**config.mk**
```make
export PLATFORM = sky130hd
export DESIGN_NAME = pass_request_conditioner
export DESIGN_NICKNAME = d
export VERILOG_FILES = /design/src/rtl/traffic_pkg.sv /design/src/rtl/btn_sync.sv /design/src/rtl/pass_request_conditioner.sv
export SDC_FILE = /design/constraint.sdc
export NUM_CORES = 1
export LEC_CHECK = 0
export CAP_MARGIN = 15
export CORE_MARGIN = 8
export CORE_UTILIZATION = 25
export DETAILED_ROUTE_END_ITERATION = 8
export SLEW_MARGIN = 20
export SYNTH_ARGS = -nofsm -noshare
export SYNTH_HDL_FRONTEND = slang
export SYNTH_SLANG_ARGS = --single-unit
```
**constraint.sdc**
```tcl
create_clock -name clk -period 2.1 [get_ports clk]
set_input_delay 0.21 -clock clk [delete_from_list [all_inputs] [get_ports clk]]
set_output_delay 0.21 -clock clk [all_outputs]
set_load 0.05 [all_outputs]
```
**src/rtl/traffic_pkg.sv**
```systemverilog
// traffic_pkg
//   Shared definitions for the traffic light controller slice.
//   - state_e          : 2-bit FSM state encoding of the pass request conditioner
//   - DEFAULT_DEBOUNCE : default debounce length in clk cycles
//   - DEFAULT_COOLDOWN : default cooldown length in clk cycles
package traffic_pkg;

  typedef enum logic [1:0] {
    ST_IDLE     = 2'd0,
    ST_DEBOUNCE = 2'd1,
    ST_HELD     = 2'd2,
    ST_COOLDOWN = 2'd3
  } state_e;

  localparam int DEFAULT_DEBOUNCE = 16;
  localparam int DEFAULT_COOLDOWN = 2048;

endpackage

```
**src/rtl/btn_sync.sv**
```systemverilog
// btn_sync
//   Two-flop synchroniser bringing an asynchronous 1-bit input into the clk domain.
//   Ports:
//     clk  in  clock
//     rst  in  synchronous active-high reset, clears both flops
//     d    in  asynchronous input
//     q    out synchronised output (two clk cycles of latency)
module btn_sync (
  input  logic clk,
  input  logic rst,
  input  logic d,
  output logic q
);

  logic meta_r;
  logic sync_r;

  // Two-stage metastability filter.
  always_ff @(posedge clk) begin
    if (rst) begin
      meta_r <= 1'b0;
      sync_r <= 1'b0;
    end else begin
      meta_r <= d;
      sync_r <= meta_r;
    end
  end

  assign q = sync_r;

endmodule

```
**src/rtl/pass_request_conditioner.sv**
```systemverilog
// pass_request_conditioner
//   Turns the bouncy pedestrian button into a clean one-cycle pass request for the
//   traffic light controller: synchronise, debounce, suppress while green, cooldown.
//   Optional build macro PASS_QUEUE_EN: a press seen during cooldown is remembered and
//   served as a pass request when the cooldown expires (default build drops it).
//   Ports:
//     clk         in   clock (shared with the controller)
//     rst         in   synchronous active-high reset
//     btn_raw     in   asynchronous raw pedestrian button
//     green_in    in   controller green output; an accepted press is absorbed when 1
//     pass        out  registered one-cycle pass request
//     busy        out  1 whenever the FSM is not IDLE (registered)
//     pass_count  out  number of pass pulses emitted, wraps 255 -> 0
module pass_request_conditioner
  import traffic_pkg::*;
#(
  parameter int DEBOUNCE_CYCLES = DEFAULT_DEBOUNCE,
  parameter int COOLDOWN_CYCLES = DEFAULT_COOLDOWN,
  parameter int CNT_W           = 12
) (
  input  logic       clk,
  input  logic       rst,
  input  logic       btn_raw,
  input  logic       green_in,
  output logic       pass,
  output logic       busy,
  output logic [7:0] pass_count
);

  localparam logic [CNT_W-1:0] DEB_END  = CNT_W'(DEBOUNCE_CYCLES);
  localparam logic [CNT_W-1:0] COOL_END = CNT_W'(COOLDOWN_CYCLES);
  localparam logic [CNT_W-1:0] CNT_ONE  = CNT_W'(1);
  localparam logic [CNT_W-1:0] CNT_ZERO = CNT_W'(0);

  logic             sync_s;
  state_e           state_r, state_next_s;
  logic [CNT_W-1:0] cnt_r, cnt_next_s;
  logic             pass_r, pass_next_s;
  logic             busy_r;
  logic [7:0]       count_r, count_next_s;
`ifdef PASS_QUEUE_EN
  logic             pending_r, pending_next_s;
`endif

  btn_sync u_sync (
    .clk (clk),
    .rst (rst),
    .d   (btn_raw),
    .q   (sync_s)
  );

  // Next-state, counter, pass pulse and pass counter decisions.
  always_comb begin
    state_next_s = state_r;
    cnt_next_s   = cnt_r;
    pass_next_s  = 1'b0;
    count_next_s = count_r;
`ifdef PASS_QUEUE_EN
    pending_next_s = pending_r;
`endif
    case (state_r)
      ST_IDLE: begin
        if (sync_s) begin
          state_next_s = ST_DEBOUNCE;
          cnt_next_s   = CNT_ONE;
        end else begin
          state_next_s = ST_IDLE;
        end
      end
      ST_DEBOUNCE: begin
        if (!sync_s) begin
          state_next_s = ST_IDLE;
        end else if (cnt_r == DEB_END) begin
          // Press accepted; while green it is consumed without a pulse.
          state_next_s = ST_HELD;
          pass_next_s  = ~green_in;
          if (!green_in) begin
            count_next_s = count_r + 8'd1;
          end else begin
            count_next_s = count_r;
          end
        end else begin
          cnt_next_s = cnt_r + CNT_ONE;
        end
      end
      ST_HELD: begin
        if (!sync_s) begin
          state_next_s = ST_COOLDOWN;
          cnt_next_s   = CNT_ONE;
        end else begin
          state_next_s = ST_HELD;
        end
      end
      ST_COOLDOWN: begin
`ifdef PASS_QUEUE_EN
        if (sync_s) begin
          pending_next_s = 1'b1;
        end else begin
          pending_next_s = pending_r;
        end
`endif
        if (cnt_r == COOL_END) begin
`ifdef PASS_QUEUE_EN
          // A press seen at any point of the cooldown, including this last sample, is served now.
          if (pending_r || sync_s) begin
            pending_next_s = 1'b0;
            state_next_s   = ST_HELD;
            pass_next_s    = ~green_in;
            if (!green_in) begin
              count_next_s = count_r + 8'd1;
            end else begin
              count_next_s = count_r;
            end
          end else begin
            state_next_s = ST_IDLE;
          end
`else
          state_next_s = ST_IDLE;
`endif
          cnt_next_s = CNT_ZERO;
        end else begin
          cnt_next_s = cnt_r + CNT_ONE;
        end
      end
      default: begin
        state_next_s = ST_IDLE;
        cnt_next_s   = CNT_ZERO;
      end
    endcase
  end

  // State and output registers; busy is registered from the next state so it tracks state_r.
  always_ff @(posedge clk) begin
    if (rst) begin
      state_r <= ST_IDLE;
      cnt_r   <= CNT_ZERO;
      pass_r  <= 1'b0;
      busy_r  <= 1'b0;
      count_r <= 8'd0;
`ifdef PASS_QUEUE_EN
      pending_r <= 1'b0;
`endif
    end else begin
      state_r <= state_next_s;
      cnt_r   <= cnt_next_s;
      pass_r  <= pass_next_s;
      busy_r  <= (state_next_s != ST_IDLE);
      count_r <= count_next_s;
`ifdef PASS_QUEUE_EN
      pending_r <= pending_next_s;
`endif
    end
  end

  assign pass       = pass_r;
  assign busy       = busy_r;
  assign pass_count = count_r;

endmodule

```
* Word level (Yosys, flattened, before mapping) *
Cells that the tools add are included.

cells by class
  muxes and demuxes = 12
  bitwise operators = 4
  $add $sub $neg = 2
  eq/ne operators = 9
  reductions and logical operators = 5

operators with widths
  kind                                                   count
  2-to-1 mux 12 bit                                      5
  case mux 12 bit (4 select lines)                       1
  adder 12 x 1 -> 12 bit, second input constant          1
  equality test 12 bit, second input constant            1
  equality test 12 x 5 -> 1 bit, second input constant   1
  adder 8 x 1 -> 8 bit, second input constant            1
  case mux 2 bit (4 select lines)                        1
  AND reduction 4 bit                                    2
  2-to-1 mux 2 bit                                       3
  equality test 2 bit, second input constant             2
  inequality test 2 x 1 -> 1 bit, second input constant  2
  inequality test 2 bit, second input constant           2
  inverter 1 bit                                         4
  OR reduction 4 bit                                     1
  equality test 2 x 1 -> 1 bit, second input constant    1
  zero test 2 bit                                        1
  2-to-1 mux 1 bit                                       2
  nonzero test 2 bit                                     1

word-level totals
  word-level logic and storage cells = 39
  register bits after elaboration = 26
  bits of input ports = 4

* Depth between registers and ports, before layout *
Gate-level depths: netlist of run 1.

  depth in word-level cells = 5
  depth in mapped cells = 8
  mapped depth without buffers = 6

* Modules after synthesis *
From an unflattened synthesis of run 1, not the netlist that was laid out.

unflattened totals
  cell total of the unflattened synthesis = 153
  area total of the unflattened synthesis = 1,347.5 sq um

modules (own cells, without submodules)
  module                    times used  area an instance (sq um)  seq. area each (sq um)  cells each
  pass_request_conditioner  1           1,295.0                   480.5                   149
  btn_sync                  1           52.6                      40.0                    4

* Worst setup path before layout of run 1 *
OpenSTA, ideal clock, no wires.

  path type = register to register
  from = register cnt_r[0]
  to = register count_r[6], in the netlist pass_count[6]
  setup slack = -149 ps
  arrival time = 2,179 ps
  library setup time = 70 ps
  period minus slack after synthesis = 2,249 ps
  data required time = 2,030 ps
  cell stages (with the launch flop) = 8
  buffers on the path = 1
  cells stage by stage = dfxtp_1 inv_1 ha_1 or4b_1 clkbuf_1 or4_4 or4_1 a21oi_1

on the way
  cells in the longest elaborated chain, start to end = 2

RTL lines
  element                        RTL line                         RTL
  from (decl)                    pass_request_conditioner.sv:37   logic [CNT_W-1:0] cnt_r, cnt_next_s;
  from (signal assigned)         pass_request_conditioner.sv:145  cnt_r <= cnt_next_s;
  equality test 12 x 5 -> 1 bit  pass_request_conditioner.sv:73   end else if (cnt_r == DEB_END) begin
  AND reduction 4 bit (no line)  n/a
  to (signal assigned)           pass_request_conditioner.sv:148  count_r <= count_next_s;
  to (decl)                      pass_request_conditioner.sv:40   logic [7:0] count_r, count_next_s;

No other way between the ends.
A chain may end at the register's enable or synchronous reset.

* Worst setup path in the final report of run 1 *
  from = register cnt_r[0]
  to = register count_r[2], in the netlist pass_count[2]

Same word-level chain as after synthesis.

==> results.yml, run 1 <==
run_status:
  outcome: "finished clean"
global_routing:
  grt_pass1_wl_um: 5780
  overflow: 0
  antenna_found_initial: 0
  grt_pass1_vias: 1256
  grt_start_max_net_pins: 18
  grt.total_usage: 0.0905
sta:
  setup_viol: 0
  min_period_ps: 2090
  post-route-period-util: 0.997
  finalHoldViolations: 0
  relSlewSlack: 0.655
  rsz0062_at_grt: "yes"
  clock.fmax_mhz: 477
  drv_slew: 0
  tns_ps: 0
  tightest_slew_ps: 516
  fin_skew_ps: 0.885
floorplanning:
  dieArea_um2: 7980
  rows: 26
  initial_core_util: 0.261
  die_w_um: 89.3
  die_y_um: 89.3
  pin_count: 14
  design.core.area_um2: 5140
clock_tree:
  post-cts-setup-buffers: 0
  clkSlewWorstSetupHoldPaths_ps: 90
  cts_buffer_depth: 2
  cts_root_buf: "clkbuf_8"
  hold_buffers: 0
  h-tree-depth: 1
  cts_tree: "done"
  clk_latency_ps: 270
  cts_made_buffers: 3
  cts_sinks: 26
min_path:
  hold_path_class: "flop to flop"
yosys:
  syn_avg_cell_area_um2: 8.84
  ys_types: 44
  syn-cell-area_um2: 1340
  ys_warn_count: 0
  synth_edf_count: 0
  synth-main-ff-cell: "dfxtp_1"
  async_flop_share: 0
  ys_seq_area_frac: 0.387
  synth_cells: 152
  synth-seq-cells: 26
  synth_nets: 159
finish:
  final_cell_mix: "22 x dfxtp_1, 22 x buf_4, 15 x a21oi_1"
  fin_cells: 257
  finalNetCount: 195
  drive_gt1_frac: 0.283
  fillers: 557
  area_delta_synth_final_pct: 37.4
  antenna_cells: 0
place:
  place_congestion: 0.803
  port_buffers: 13
  dp_hpwl_um: 2390
  dpl.cell_count: 251
detailed_routing:
  vias_per_cell: 5.14
  via_count: 1321
  detail_route.iter0.violations: 33
  ant_nets: 0
  route.detailed.wl_per_inst_um: 13.3
  route.detailed.drc: 0
  firstDrtPassIters: 4
  drt_wl_total_um: 3410
pwr:
  p_per_area_nw_per_um2: 530
  p_leak_nw: 0.623
  ir_drop_v: 0.000424
worst_setup_path:
  crit_path_max_fanout: 5
  rr_endpoint: "pass_count[2]$_SDFFE_PP0P_"
  end_kind: "flop"
  start_kind: "flop"
  r2r_start: "cnt_r[0]$_SDFFE_PP0P_"
  crit_path_end: "pass_count[2]$_SDFFE_PP0P_"
  cp.required_ps: 2310
  reg2reg_slack_ps: 5
  rr_worst_depth: 6
  arrival_ps: 2300
  criticalPathCategory: "flop to flop"
  critPathLaunch: "cnt_r[0]$_SDFFE_PP0P_"
job:
  drv_cap: 0
-- cells in the mapped netlist (all sizes together) (2+ instances only) --
| master | instances | area [µm²] |
|---|---|---|
| and3 | 3 | 20.0 |
| and3b | 2 | 17.5 |
| inv | 4 | 15.0 |
| nor3 | 2 | 10.0 |
| o31ai | 9 | 67.6 |
| nand3 | 11 | 55.1 |
| and4 | 2 | 18.8 |
| dfxtp | 26 | 521 |
| nand2 | 3 | 11.3 |
| nor2 | 11 | 41.3 |
| nand4 | 2 | 12.5 |
| or3 | 2 | 12.5 |
| o21ai | 4 | 20.0 |
| ha | 3 | 37.5 |
| nor4 | 4 | 25.0 |
| a21oi | 16 | 80.1 |
| buf | 2 | 16.3 |
| o41ai | 4 | 35.0 |
| nand4b | 2 | 17.5 |
| nor2b | 2 | 12.5 |
| clkbuf | 6 | 32.5 |
| or4 | 13 | 104 |
| xnor2 | 4 | 35.0 |
-- where the power goes --
group	switching, W	internal [W]
Combinational	0.0000335	0.0000281
Clock	0.000163	0.000255
Sequential	0.00000212	0.000497
-- worst max-delay path, cell delays in order, from the launching register on --
cell	delay (ps)
dfxtp_2	340
inv_2	50
ha_1	130
or4b_4	480
or4_4	470
or4_1	410
a21oi_1	150
-- cell families (layout without fill, tap and decap cells) --
group | after synthesis | count (layout) | share of synthesized area
XOR/XNOR | 4 | 4 | 0.0261
buffers and inverters | 13 | 47 | 0.0540
adder cells (fa/ha/maj) | 3 | 3 | 0.0279
flip-flops | 26 | 26 | 0.387
AND/OR/NAND/NOR | 68 | 69 | 0.322
AO/OA/AOI/OAI | 38 | 38 | 0.182
-- worst min-delay path by stage --
stage	end	depth (start not counted)	from
floorplan	cnt_r[0]$_SDFFE_PP0P_	1	rst
global placement	u_sync.q$_SDFF_PP0_	1	u_sync.meta_r$_SDFF_PP0_
detailed placement	u_sync.q$_SDFF_PP0_	1	u_sync.meta_r$_SDFF_PP0_
CTS	u_sync.q$_SDFF_PP0_	1	u_sync.meta_r$_SDFF_PP0_
global route	u_sync.q$_SDFF_PP0_	1	u_sync.meta_r$_SDFF_PP0_
finish	u_sync.q$_SDFF_PP0_	1	u_sync.meta_r$_SDFF_PP0_
-- metal layers --
| layer | wire length, µm | global-route usage |
|---|---|---|
| met1 | 1640 | 0.111 |
| met2 | 1690 | 0.156 |
| met3 | 22 | 0.00827 |
| met4 | 61 | 0.0408 |
| met5 | 0 | 0 |
-- through the flow --
stage	hold WS (ps)	power (W)	cell area (µm²)	util	setup slack, ps
6_report	449	0.000979	1850	0.359	5.30
4_1_cts	452	0.000985	1820	0.354	5.56
2_1_floorplan	275	0.000541	1370	-	-41.7
5_1_grt	470	0.00101	1850	0.359	-85.0
3_5_place_dp	432	0.000566	1710	0.333	-78.7
3_3_place_gp	425	0.000566	1710	0.333	-46.2
-- what timing repair did --
item                                    CTS  global route
pin swaps                                 6             2
endpoints found under the setup margin    8            17
resized for setup                        10             5
cloned                                    1             1
-- final cells by class --
type                    count  area (µm²)  share of cell area
multi-input cells         114         813               0.440
flip-flops and latches     26         526               0.285
repair buffers             39         334               0.181
well taps                  70        87.6              0.0474
clock buffers               3        41.3              0.0224
clock inverters             1        30.0              0.0163
inverters                   4        15.0             0.00813
-- registers in the layout (all words and copies together), names as in the netlist --
name / flops
busy: 1
cnt_r: 12
pass: 1
pass_count: 8
state_r: 2
u_sync.meta_r: 1
u_sync.q: 1
Power figures use the tool's default switching activity.
==> run 2, diff against run 1 <==
--- a/config.mk
+++ b/config.mk
@@ -9,6 +9,7 @@
 export CORE_MARGIN = 8
 export CORE_UTILIZATION = 25
 export DETAILED_ROUTE_END_ITERATION = 8
+export GPL_TIMING_DRIVEN = 0
 export SLEW_MARGIN = 20
 export SYNTH_ARGS = -nofsm -noshare
 export SYNTH_HDL_FRONTEND = slang
==> constraint.sdc (replaced) <==
create_clock -name clk -period 1.9 [get_ports clk]
set_input_delay 0.19 -clock clk [delete_from_list [all_inputs] [get_ports clk]]
set_output_delay 0.19 -clock clk [all_outputs]
set_load 0.05 [all_outputs]
==> results.yml, run 2 (synthesis results as in run 1) <==
run_status:
  outcome: "complete, but fails checks"
  violations: "setup timing"
sta:
  fin_skew_ps: 2.60
  rsz0062_at_grt: "yes"
  drv_slew: 0
  setup_viol: 18
  setup_slack_ps: -328
  finalHoldViolations: 0
  post-route-period-util: 1.17
  min_period_ps: 2230
  clock.fmax_mhz: 449
  fin_hold_ws_ps: 448
  tightest_slew_ps: 509
  relSlewSlack: 0.659
worst_setup_path:
  crit_buf_inv: 2
  crit_path_max_fanout: 6
  arrival_ps: 2450
  cpLargestDelayFamily: "simple AND/OR/NAND/NOR gates"
  end_kind: "flop"
  criticalPathCategory: "flop to flop"
  crit_path_frequent_cell: "or4_4"
  cp_slowest_stage_delay_ps: 560
  slowest_stage: "or4_4"
  crit_chain: "or4_4 > buf_6 > or4_4 > buf_8 > or3_1 > a21oi_1"
  cp.required_ps: 2120
  start_kind: "flop"
place:
  place_congestion: 0.810
  pre_cts_slack_ps: -491
  port_buffers: 13
  dp_hpwl_um: 2190
finish:
  fillers: 543
  antenna_cells: 0
  mostFrequentLayoutCell: "dfxtp_1"
  regMostFlops: "cnt_r"
  area_delta_synth_final_pct: 40.3
  final_cell_mix: "20 x dfxtp_1, 13 x clkdlybuf4s50_1, 12 x a21oi_1"
  drive_gt1_frac: 0.311
  finalNetCount: 188
  fin_util: 0.367
  largest_reg_flops: 12
clock_tree:
  cts_made_buffers: 3
  cts_tree: "done"
  clkSlewWorstSetupHoldPaths_ps: 90
  h-tree-depth: 1
  cts_buffer_depth: 2
  cts_sinks: 26
  hold_buffers: 0
  clk_latency_ps: 280
  cts_root_buf: "clkbuf_8"
floorplanning:
  initial_core_util: 0.261
  die_y_um: 89.3
  pin_count: 14
  design.core.area_um2: 5140
  rows: 26
  dieArea_um2: 7980
  die_w_um: 89.3
detailed_routing:
  ant_nets: 0
  route.detailed.drc: 0
  vias_per_cell: 5.17
  route.detailed.wl_per_inst_um: 13.5
  drt_wl_total_um: 3380
  firstDrtPassIters: 4
  via_count: 1293
  detail_route.iter0.violations: 31
min_path:
  hold_path_class: "flop to flop"
global_routing:
  grt.total_usage: 0.0896
  antenna_found_initial: 0
  grt_start_max_net_pins: 16
  grt_pass1_vias: 1168
  overflow: 0
  grt_pass1_wl_um: 5580
pwr:
  p_per_area_nw_per_um2: 583
  p_leak_nw: 0.617
  ir_drop_v: 0.000392
job:
  drv_cap: 0
==> run 2: routing by layer <==
layer / GRT usage / vias up / share of wire
met5: 0 / - / 0
met4: 0.0604 / 0 / 0.023
met3: 0.0119 / 5 / 0.015
met2: 0.144 / 20 / 0.49
met1: 0.109 / 626 / 0.47
li1: - / 642 / -
==> run 2: worst paths after layout <==
kind	startpoint	end	slack (ps)	cells after the start
worst max-delay path	cnt_r[6]$_SDFFE_PP0P_	pass_count[0]$_SDFFE_PP0P_	-330	6
worst max register to register	cnt_r[6]$_SDFFE_PP0P_	pass_count[0]$_SDFFE_PP0P_	-330	6
worst min register to register	u_sync.meta_r$_SDFF_PP0_	u_sync.q$_SDFF_PP0_	450	1
worst min-delay path	u_sync.meta_r$_SDFF_PP0_	u_sync.q$_SDFF_PP0_	450	1
==> run 2: timing repair <==
| item | CTS | global route |
|---|---|---|
| gates cloned | 0 | 1 |
| gates resized for setup | 20 | 13 |
| endpoints found under the setup margin | 23 | 22 |
| pin swaps | 2 | 10 |
| setup buffers | 8 | 4 |
==> run 2: per-stage QoR <==
stage / setup TNS (ps) / instances / power [W] / area (µm²)
4_1_cts: -4120 / 246 / 0.00111 / 1810
3_3_place_gp: -6460 / 235 / 0.000619 / 1590
6_report: -4170 / 250 / 0.00110 / 1890
2_1_floorplan: -1760 / 152 / 0.000598 / 1370
5_1_grt: -5140 / 250 / 0.00114 / 1890
3_5_place_dp: -6790 / 235 / 0.000619 / 1590
==> run 2: final cells by class <==
cell class / instances / area [µm²] / area share
Inverter: 4 / 15.0 / 0.00796
Tap cell: 70 / 87.6 / 0.0464
Sequential cell: 26 / 531 / 0.281
Timing Repair Buffer: 26 / 265 / 0.141
Clock inverter: 1 / 30.0 / 0.0159
Clock buffer: 3 / 41.3 / 0.0219
Buffer: 7 / 81.3 / 0.0431
Multi-Input combinational cell: 113 / 835 / 0.443
==> run 2: power by group <==
part	switching, W	internal (W)	leakage (nW)
Sequential	0.00000270	0.000548	0.213
Combinational	0.0000407	0.0000355	0.368
Clock	0.000190	0.000283	0.0357
Total	0.000233	0.000866	0.617
==> run 2: worst register-to-register path: cells and delay by family (launching register included) <==
kind / cells / cell delay (ps)
compound gates: 1 / 140
buf+inv: 2 / 300
flops: 1 / 340
simple gates: 3 / 1390
==> run 3, diff against run 2 <==
--- a/config.mk
+++ b/config.mk
@@ -10,7 +10,7 @@
 export CORE_UTILIZATION = 25
 export DETAILED_ROUTE_END_ITERATION = 8
 export GPL_TIMING_DRIVEN = 0
-export SLEW_MARGIN = 20
+export SLEW_MARGIN = 40
 export SYNTH_ARGS = -nofsm -noshare
 export SYNTH_HDL_FRONTEND = slang
 export SYNTH_SLANG_ARGS = --single-unit
==> results of run 3 <==
The final DEF is identical to that of run 2; final timing and power are the same.
